$ cat src/rtl/eth_tx_arbiter_if.sv
// 64-bit AXI-Stream beat bundle. It is shared by the two TX requesters and the
// MAC TX side of eth_tx_arbiter. The master modport drives a beat and the
// slave modport accepts it.
interface eth_tx_arbiter_if;
    logic [63:0] tdata;
    logic [7:0]  tkeep;
    logic        tlast;
    logic        tvalid;
    logic        tready;

    modport master (
        output tdata,
        output tkeep,
        output tlast,
        output tvalid,
        input  tready
    );

    modport slave (
        input  tdata,
        input  tkeep,
        input  tlast,
        input  tvalid,
        output tready
    );
endinterface

$ cat src/rtl/eth_tx_arbiter.sv
// eth_tx_arbiter: a two-requester frame scheduler in front of the 10G MAC TX.
// It grants the TX stream to one requester for a whole frame. Grants alternate
// round-robin when both requesters ask at once. After every frame it holds an
// idle gap of ifg_len cycles. It also counts completed frames per requester.
//
// The data path is a purely combinational mux while a frame is in flight, so
// no beat is ever stored inside the block. The state register and the grant,
// busy and counter outputs are all registered.
module eth_tx_arbiter #(
    parameter logic [27:0] ifg_len = 28'hF
) (
    input  logic                 user_clk,
    input  logic                 cold_reset,
    input  logic                 en,
    eth_tx_arbiter_if.slave      s0,
    eth_tx_arbiter_if.slave      s1,
    eth_tx_arbiter_if.master     m,
    output logic                 grant,
    output logic                 busy,
    output logic [31:0]          frm_cnt0,
    output logic [31:0]          frm_cnt1
);

    typedef enum logic [1:0] {
        ST_IDLE = 2'd0,
        ST_XFER = 2'd1,
        ST_IFG  = 2'd2
    } state_t;

    state_t       state_r;
    logic         grant_r;
    logic         busy_r;
    logic         last_served_r;
    logic [27:0]  ifg_cnt_r;
    logic [31:0]  frm_cnt0_r;
    logic [31:0]  frm_cnt1_r;

    logic         xfer_s;
    logic         pick_s;
    logic         any_req_s;
    logic [63:0]  mux_tdata_s;
    logic [7:0]   mux_tkeep_s;
    logic         mux_tlast_s;
    logic         mux_tvalid_s;
    logic         s0_tready_s;
    logic         s1_tready_s;
    logic         frame_done_s;

    assign xfer_s    = (state_r == ST_XFER);
    assign any_req_s = s0.tvalid | s1.tvalid;

    // Arbitration choice: on a tie the requester not served last wins, otherwise the lone requester wins
    always_comb begin
        pick_s = 1'b0;
        if (s0.tvalid && s1.tvalid) begin
            pick_s = ~last_served_r;
        end else if (s1.tvalid) begin
            pick_s = 1'b1;
        end else begin
            pick_s = 1'b0;
        end
    end

    // Zero-latency stream mux; everything is forced to zero outside a frame transfer
    always_comb begin
        mux_tdata_s  = 64'd0;
        mux_tkeep_s  = 8'd0;
        mux_tlast_s  = 1'b0;
        mux_tvalid_s = 1'b0;
        s0_tready_s  = 1'b0;
        s1_tready_s  = 1'b0;
        if (xfer_s) begin
            if (grant_r) begin
                mux_tdata_s  = s1.tdata;
                mux_tkeep_s  = s1.tkeep;
                mux_tlast_s  = s1.tlast;
                mux_tvalid_s = s1.tvalid;
                s1_tready_s  = m.tready;
            end else begin
                mux_tdata_s  = s0.tdata;
                mux_tkeep_s  = s0.tkeep;
                mux_tlast_s  = s0.tlast;
                mux_tvalid_s = s0.tvalid;
                s0_tready_s  = m.tready;
            end
        end else begin
            mux_tdata_s  = 64'd0;
            mux_tkeep_s  = 8'd0;
            mux_tlast_s  = 1'b0;
            mux_tvalid_s = 1'b0;
            s0_tready_s  = 1'b0;
            s1_tready_s  = 1'b0;
        end
    end

    // The frame ends when the beat that carries tlast is accepted by the MAC
    assign frame_done_s = xfer_s & mux_tvalid_s & m.tready & mux_tlast_s;

    assign m.tdata   = mux_tdata_s;
    assign m.tkeep   = mux_tkeep_s;
    assign m.tlast   = mux_tlast_s;
    assign m.tvalid  = mux_tvalid_s;
    assign s0.tready = s0_tready_s;
    assign s1.tready = s1_tready_s;

    assign grant     = grant_r;
    assign busy      = busy_r;
    assign frm_cnt0  = frm_cnt0_r;
    assign frm_cnt1  = frm_cnt1_r;

    // Scheduler FSM: it grants in IDLE, forwards one whole frame in XFER, then waits ifg_len cycles in IFG
    always_ff @(posedge user_clk or posedge cold_reset) begin
        if (cold_reset) begin
            state_r       <= ST_IDLE;
            grant_r       <= 1'b0;
            busy_r        <= 1'b0;
            last_served_r <= 1'b1;
            ifg_cnt_r     <= 28'd0;
            frm_cnt0_r    <= 32'd0;
            frm_cnt1_r    <= 32'd0;
        end else begin
            case (state_r)
                ST_IDLE: begin
                    if (en && any_req_s) begin
                        state_r <= ST_XFER;
                        grant_r <= pick_s;
                        busy_r  <= 1'b1;
                    end
                end
                ST_XFER: begin
                    if (frame_done_s) begin
                        last_served_r <= grant_r;
                        busy_r        <= 1'b0;
                        if (grant_r) begin
                            frm_cnt1_r <= frm_cnt1_r + 32'd1;
                        end else begin
                            frm_cnt0_r <= frm_cnt0_r + 32'd1;
                        end
                        if (ifg_len == 28'd0) begin
                            state_r   <= ST_IDLE;
                            ifg_cnt_r <= 28'd0;
                        end else begin
                            state_r   <= ST_IFG;
                            ifg_cnt_r <= ifg_len;
                        end
                    end
                end
                ST_IFG: begin
                    // A count of 1 means this is the last idle-gap cycle
                    if (ifg_cnt_r <= 28'd1) begin
                        state_r   <= ST_IDLE;
                        ifg_cnt_r <= 28'd0;
                    end else begin
                        ifg_cnt_r <= ifg_cnt_r - 28'd1;
                    end
                end
                default: begin
                    state_r   <= ST_IDLE;
                    busy_r    <= 1'b0;
                    ifg_cnt_r <= 28'd0;
                end
            endcase
        end
    end

endmodule

$ cat src/flat_wrapper.sv
// flat-port wrapper written by rule: the top's interface ports become plain ports
module eth_tx_arbiter_flat 
#(
    parameter logic [27:0] ifg_len = 28'hF
)
  (user_clk, cold_reset, en, grant, busy, frm_cnt0, frm_cnt1, s0_tdata, s0_tkeep, s0_tlast, s0_tvalid, s0_tready, s1_tdata, s1_tkeep, s1_tlast, s1_tvalid, s1_tready, m_tdata, m_tkeep, m_tlast, m_tvalid, m_tready);
  eth_tx_arbiter_if s0_i ();
  eth_tx_arbiter_if s1_i ();
  eth_tx_arbiter_if m_i ();
  input  logic user_clk;
  input  logic cold_reset;
  input  logic en;
  output logic grant;
  output logic busy;
  output logic [31:0] frm_cnt0;
  output logic [31:0] frm_cnt1;
  input wire logic [$bits(s0_i.tdata)-1:0] s0_tdata;
  input wire logic [$bits(s0_i.tkeep)-1:0] s0_tkeep;
  input wire logic [$bits(s0_i.tlast)-1:0] s0_tlast;
  input wire logic [$bits(s0_i.tvalid)-1:0] s0_tvalid;
  output wire logic [$bits(s0_i.tready)-1:0] s0_tready;
  input wire logic [$bits(s1_i.tdata)-1:0] s1_tdata;
  input wire logic [$bits(s1_i.tkeep)-1:0] s1_tkeep;
  input wire logic [$bits(s1_i.tlast)-1:0] s1_tlast;
  input wire logic [$bits(s1_i.tvalid)-1:0] s1_tvalid;
  output wire logic [$bits(s1_i.tready)-1:0] s1_tready;
  output wire logic [$bits(m_i.tdata)-1:0] m_tdata;
  output wire logic [$bits(m_i.tkeep)-1:0] m_tkeep;
  output wire logic [$bits(m_i.tlast)-1:0] m_tlast;
  output wire logic [$bits(m_i.tvalid)-1:0] m_tvalid;
  input wire logic [$bits(m_i.tready)-1:0] m_tready;
  assign s0_i.tdata = s0_tdata;
  assign s0_i.tkeep = s0_tkeep;
  assign s0_i.tlast = s0_tlast;
  assign s0_i.tvalid = s0_tvalid;
  assign s0_tready = s0_i.tready;
  assign s1_i.tdata = s1_tdata;
  assign s1_i.tkeep = s1_tkeep;
  assign s1_i.tlast = s1_tlast;
  assign s1_i.tvalid = s1_tvalid;
  assign s1_tready = s1_i.tready;
  assign m_tdata = m_i.tdata;
  assign m_tkeep = m_i.tkeep;
  assign m_tlast = m_i.tlast;
  assign m_tvalid = m_i.tvalid;
  assign m_i.tready = m_tready;
  eth_tx_arbiter #(.ifg_len(ifg_len)) u_core (.user_clk(user_clk), .cold_reset(cold_reset), .en(en), .s0(s0_i), .s1(s1_i), .m(m_i), .grant(grant), .busy(busy), .frm_cnt0(frm_cnt0), .frm_cnt1(frm_cnt1));
endmodule
$ cat config.mk
export PLATFORM = sky130hd
export DESIGN_NAME = eth_tx_arbiter_flat
export DESIGN_NICKNAME = d
export VERILOG_FILES = /design/src/rtl/eth_tx_arbiter_if.sv /design/src/rtl/eth_tx_arbiter.sv /design/src/flat_wrapper.sv
export SDC_FILE = /design/constraint.sdc
export NUM_CORES = 1
export LEC_CHECK = 0
export CAP_MARGIN = 5
export CORE_MARGIN = 1
export CORE_UTILIZATION = 41
export DETAILED_ROUTE_END_ITERATION = 12
export PLACE_DENSITY = 0.84
export SLEW_MARGIN = 15
export SYNTH_ARGS = -nofsm -noshare
export SYNTH_HDL_FRONTEND = slang
export SYNTH_SLANG_ARGS = --single-unit
$ cat constraint.sdc
create_clock -name user_clk -period 3.15 [get_ports user_clk]
set_input_delay 0.315 -clock user_clk [delete_from_list [all_inputs] [get_ports user_clk]]
set_output_delay 0.315 -clock user_clk [all_outputs]
set_load 0.01 [all_outputs]
==> results of run 1 <==
==> routing by layer <==
metal | GRT usage | wire, um | up-vias
li1 | - | - | 2746
met1 | 0.382 | 9110 | 2851
met2 | 0.492 | 10900 | 239
met3 | 0.0620 | 1350 | 31
met4 | 0.0918 | 499 | 0
met5 | 0 | 0 | -
==> registers in the layout, summed over array words and instances, names as in the netlist <==
name and flops:
u_core.last_served_r 1, u_core.frm_cnt0 32, u_core.ifg_cnt_r 28, u_core.state_r 2, u_core.busy 1, u_core.frm_cnt1 32, u_core.grant 1
==> stage by stage <==
stage	util	power (uW)	cell area, um2
2_1_floorplan	-	3680	5850
6_report	0.671	6520	9320
5_1_grt	0.671	6820	9320
3_5_place_dp	0.649	5320	9010
3_3_place_gp	0.649	5280	9010
4_1_cts	0.671	6480	9320
==> cells in the final DEF, fill, tap and decap left out, types with 3 or more instances in the layout <==
master / n
a21oi_2: 4
clkbuf_16: 9
clkdlybuf4s50_1: 293
nor4_1: 7
or4_1: 4
xor2_1: 24
buf_4: 11
a21oi_1: 6
inv_1: 7
inv_8: 3
and3_1: 10
mux2i_1: 74
xnor2_1: 51
ha_1: 7
nand2_1: 32
and4_1: 10
nor2_1: 106
dfrtp_1: 95
o21ai_0: 8
or3_1: 8
o2bb2ai_1: 4
nand2b_1: 6
o31ai_1: 8
nand4_1: 21
nor3_1: 16
nand3_1: 35
==> kinds of logic (layout without fill, tap and decap cells) <==
| group | Yosys count | count (layout) | share of synthesized area |
|---|---|---|---|
| AOI/OAI and AO/OA | 49 | 49 | 0.0628 |
| xor gates and xnor gates | 75 | 75 | 0.112 |
| adders and majority gates | 7 | 7 | 0.0150 |
| buffers and inverters | 38 | 331 | 0.0282 |
| DFF | 97 | 97 | 0.415 |
| muxes | 76 | 76 | 0.130 |
| other | 0 | 1 | 0 |
| and+or+nand+nor | 270 | 270 | 0.237 |
==> final cells by class <==
type,instances,area [um2]
multi-input combinational,477,3260
antenna,1,2.50
clock inverter,7,83.8
tap,180,225
inverter,9,35.0
sequential,97,2430
fill,1080,4560
timing repair buffer,306,3060
clock buffer,9,225
==> critical path: stages (launching register included) <==
cell and delay, ns:
dfrtp_1 0.40, inv_1 0.08, ha_1 0.36, inv_2 0.29, buf_4 0.34, nor2_1 0.18
clkdlybuf4s50_1 0.57
==> cell usage after synthesis, types with 3 or more instances <==
cell type	number
a21oi_2	4
buf_1	10
xor2_1	24
xnor2_1	51
nand4_1	21
and4_1	10
and3_1	10
nand3_1	35
o21ai_0	8
clkbuf_1	13
or3_1	8
o31ai_1	8
nor4_1	7
inv_1	9
nand2b_1	6
mux2i_1	74
or4_1	4
nor2_1	106
nor3_1	16
buf_2	3
o2bb2ai_1	4
nand2_1	32
dfrtp_1	96
a21oi_1	6
ha_1	7
==> worst max-delay path by stage <==
stage                                              from                               end  slack [ns]  cells after the start
after detailed placement                       m_tready   u_core.frm_cnt0[24]$_DFFE_PP0P_        0.47                      6
after global placement                         m_tready  u_core.ifg_cnt_r[23]$_DFFE_PP0P_        0.56                      6
after global routing      u_core.state_r[1]$_DFFE_PP0P_                       m_tdata[32]        0.16                      6
after CTS                 u_core.state_r[1]$_DFFE_PP0P_                        m_tkeep[1]        0.30                      6
after floorplan                              cold_reset           u_core.busy$_DFFE_PP0P_        0.30                      1
final                     u_core.state_r[1]$_DFFE_PP0P_                       m_tdata[62]        0.26                      6
==> power groups by stage <==
stage	clock, uW	combinational, uW	sequential [uW]
final	1120	3730	1660
after global routing	1180	3960	1690
after CTS	1130	3690	1660
after detailed placement	0	3640	1680
after global placement	0	3600	1670
after floorplan	0	2110	1580
==> reports/qor.yml, run 1 <==
yosysWarnings: 0
core-area_mm2: 0.0139
pre_cts_slack_ns: 0.471
antenna_found_initial: 1
stdcell_count: 1086
overflow: 0
maxCapViolCount: 0
synth_seq_area_share: 0.415
min_period_ns: 2.89
cp-end-kind: "primary output"
netSwitchingFraction: 0.425
synth.cell_area_mm2: 0.00585
cts_setup_buffers: 0
finClkSkew_ns: 0.00787
worst_setup_path_start_kind: "flop"
track_usage: 0.296
peakVddDrop_uv: 481
ios: 294
finalSetupViolations: 0
layout-drive-gt1-share: 0.0530
netlist_top_cells_area: "dfrtp_1 41%, mux2i_1 13%, xnor2_1 7.6%"
place_inst: 1069
die_width_um: 121
synth_edf_count: 0
r2r_start: "u_core.ifg_cnt_r[13]$_DFFE_PP0P_"
start_util: 0.422
path_class: "reg -> out"
regToRegEndpoint: "u_core.ifg_cnt_r[14]$_DFFE_PP0P_"
p_seq_frac: 0.255
layout_setup_ws_ns: 0.258
routed_wl_mm: 21.9
ctsResizeCount: 0
clock_latency_ns: 0.35
power_frac_clock: 0.172
nets: 1059
holdWs_ns: 0.290
die-area_mm2: 0.0148
cp.arrival_ns: 2.58
grt_pass1_wl_mm: 32.7
p_sw_uw: 2770
die_h_um: 121
synth_cells: 612
grt_max_degree: 48
htree_levels: 3
via_count: 5867
hp-class: "in -> async"
cts_buffers: 9
synth.distinct_cells: 56
hpwl_mm: 16.9
via_per_inst: 5.40
first_pass_iters: 4
tightest_slew_ns: 0.654
ys_ff_latch: 97
fin_crit_sh: 0.918
worst-r2r-setup-slack_ns: 0.43
synth_top_area_share: 0.410
wire_per_inst_um: 20.1
cp.required_ns: 2.83
portBuffers: 293
cts_buffer_depth: 2
place_congestion: 0.931
outcome: "completed"
tns_ns: 0
critPathMaxFanout: 39
cts.clk_slew.worst_paths_ns: 0.08
yosys_most_used_dff: "dfrtp_1"
root_buffer: "clkbuf_16"
route.detailed.drc: 0
grt_pass1_vias: 5720
synth_largest_area_cell: "dfrtp_1"
syn-num-nets: 771
p_per_area_mw_per_mm2: 699
final_hold_viol_count: 0
drt_iter0_drc: 588
numClockSinks: 97
power.share.combinational: 0.572
fmax_mhz: 346
intPower_uw: 3750
holdBufCountCts: 0
syn_area_per_cell_um2: 9.57
rows: 43
syn_to_final_growth_pct: 59.2
r2r_cells: 5
max-slew-margin-rel: 0.561
drv_slew: 0
cts_tree: "done"
leakage_uw: 0.00406
rsz0062_at_grt: "false"
ant_nets: 0
async_flop_share: 1.00
Note: power is estimated with default switching activity, not from simulation.
==> run 2: changes to the inputs <==
--- a/config.mk
+++ b/config.mk
@@ -10,6 +10,7 @@
 export CORE_UTILIZATION = 41
 export DETAILED_ROUTE_END_ITERATION = 12
 export PLACE_DENSITY = 0.84
+export SKIP_LAST_GASP = 1
 export SLEW_MARGIN = 15
 export SYNTH_ARGS = -nofsm -noshare
 export SYNTH_HDL_FRONTEND = slang
==> results of run 2 <==
The final DEF is identical to that of run 1; final timing and power are the same.
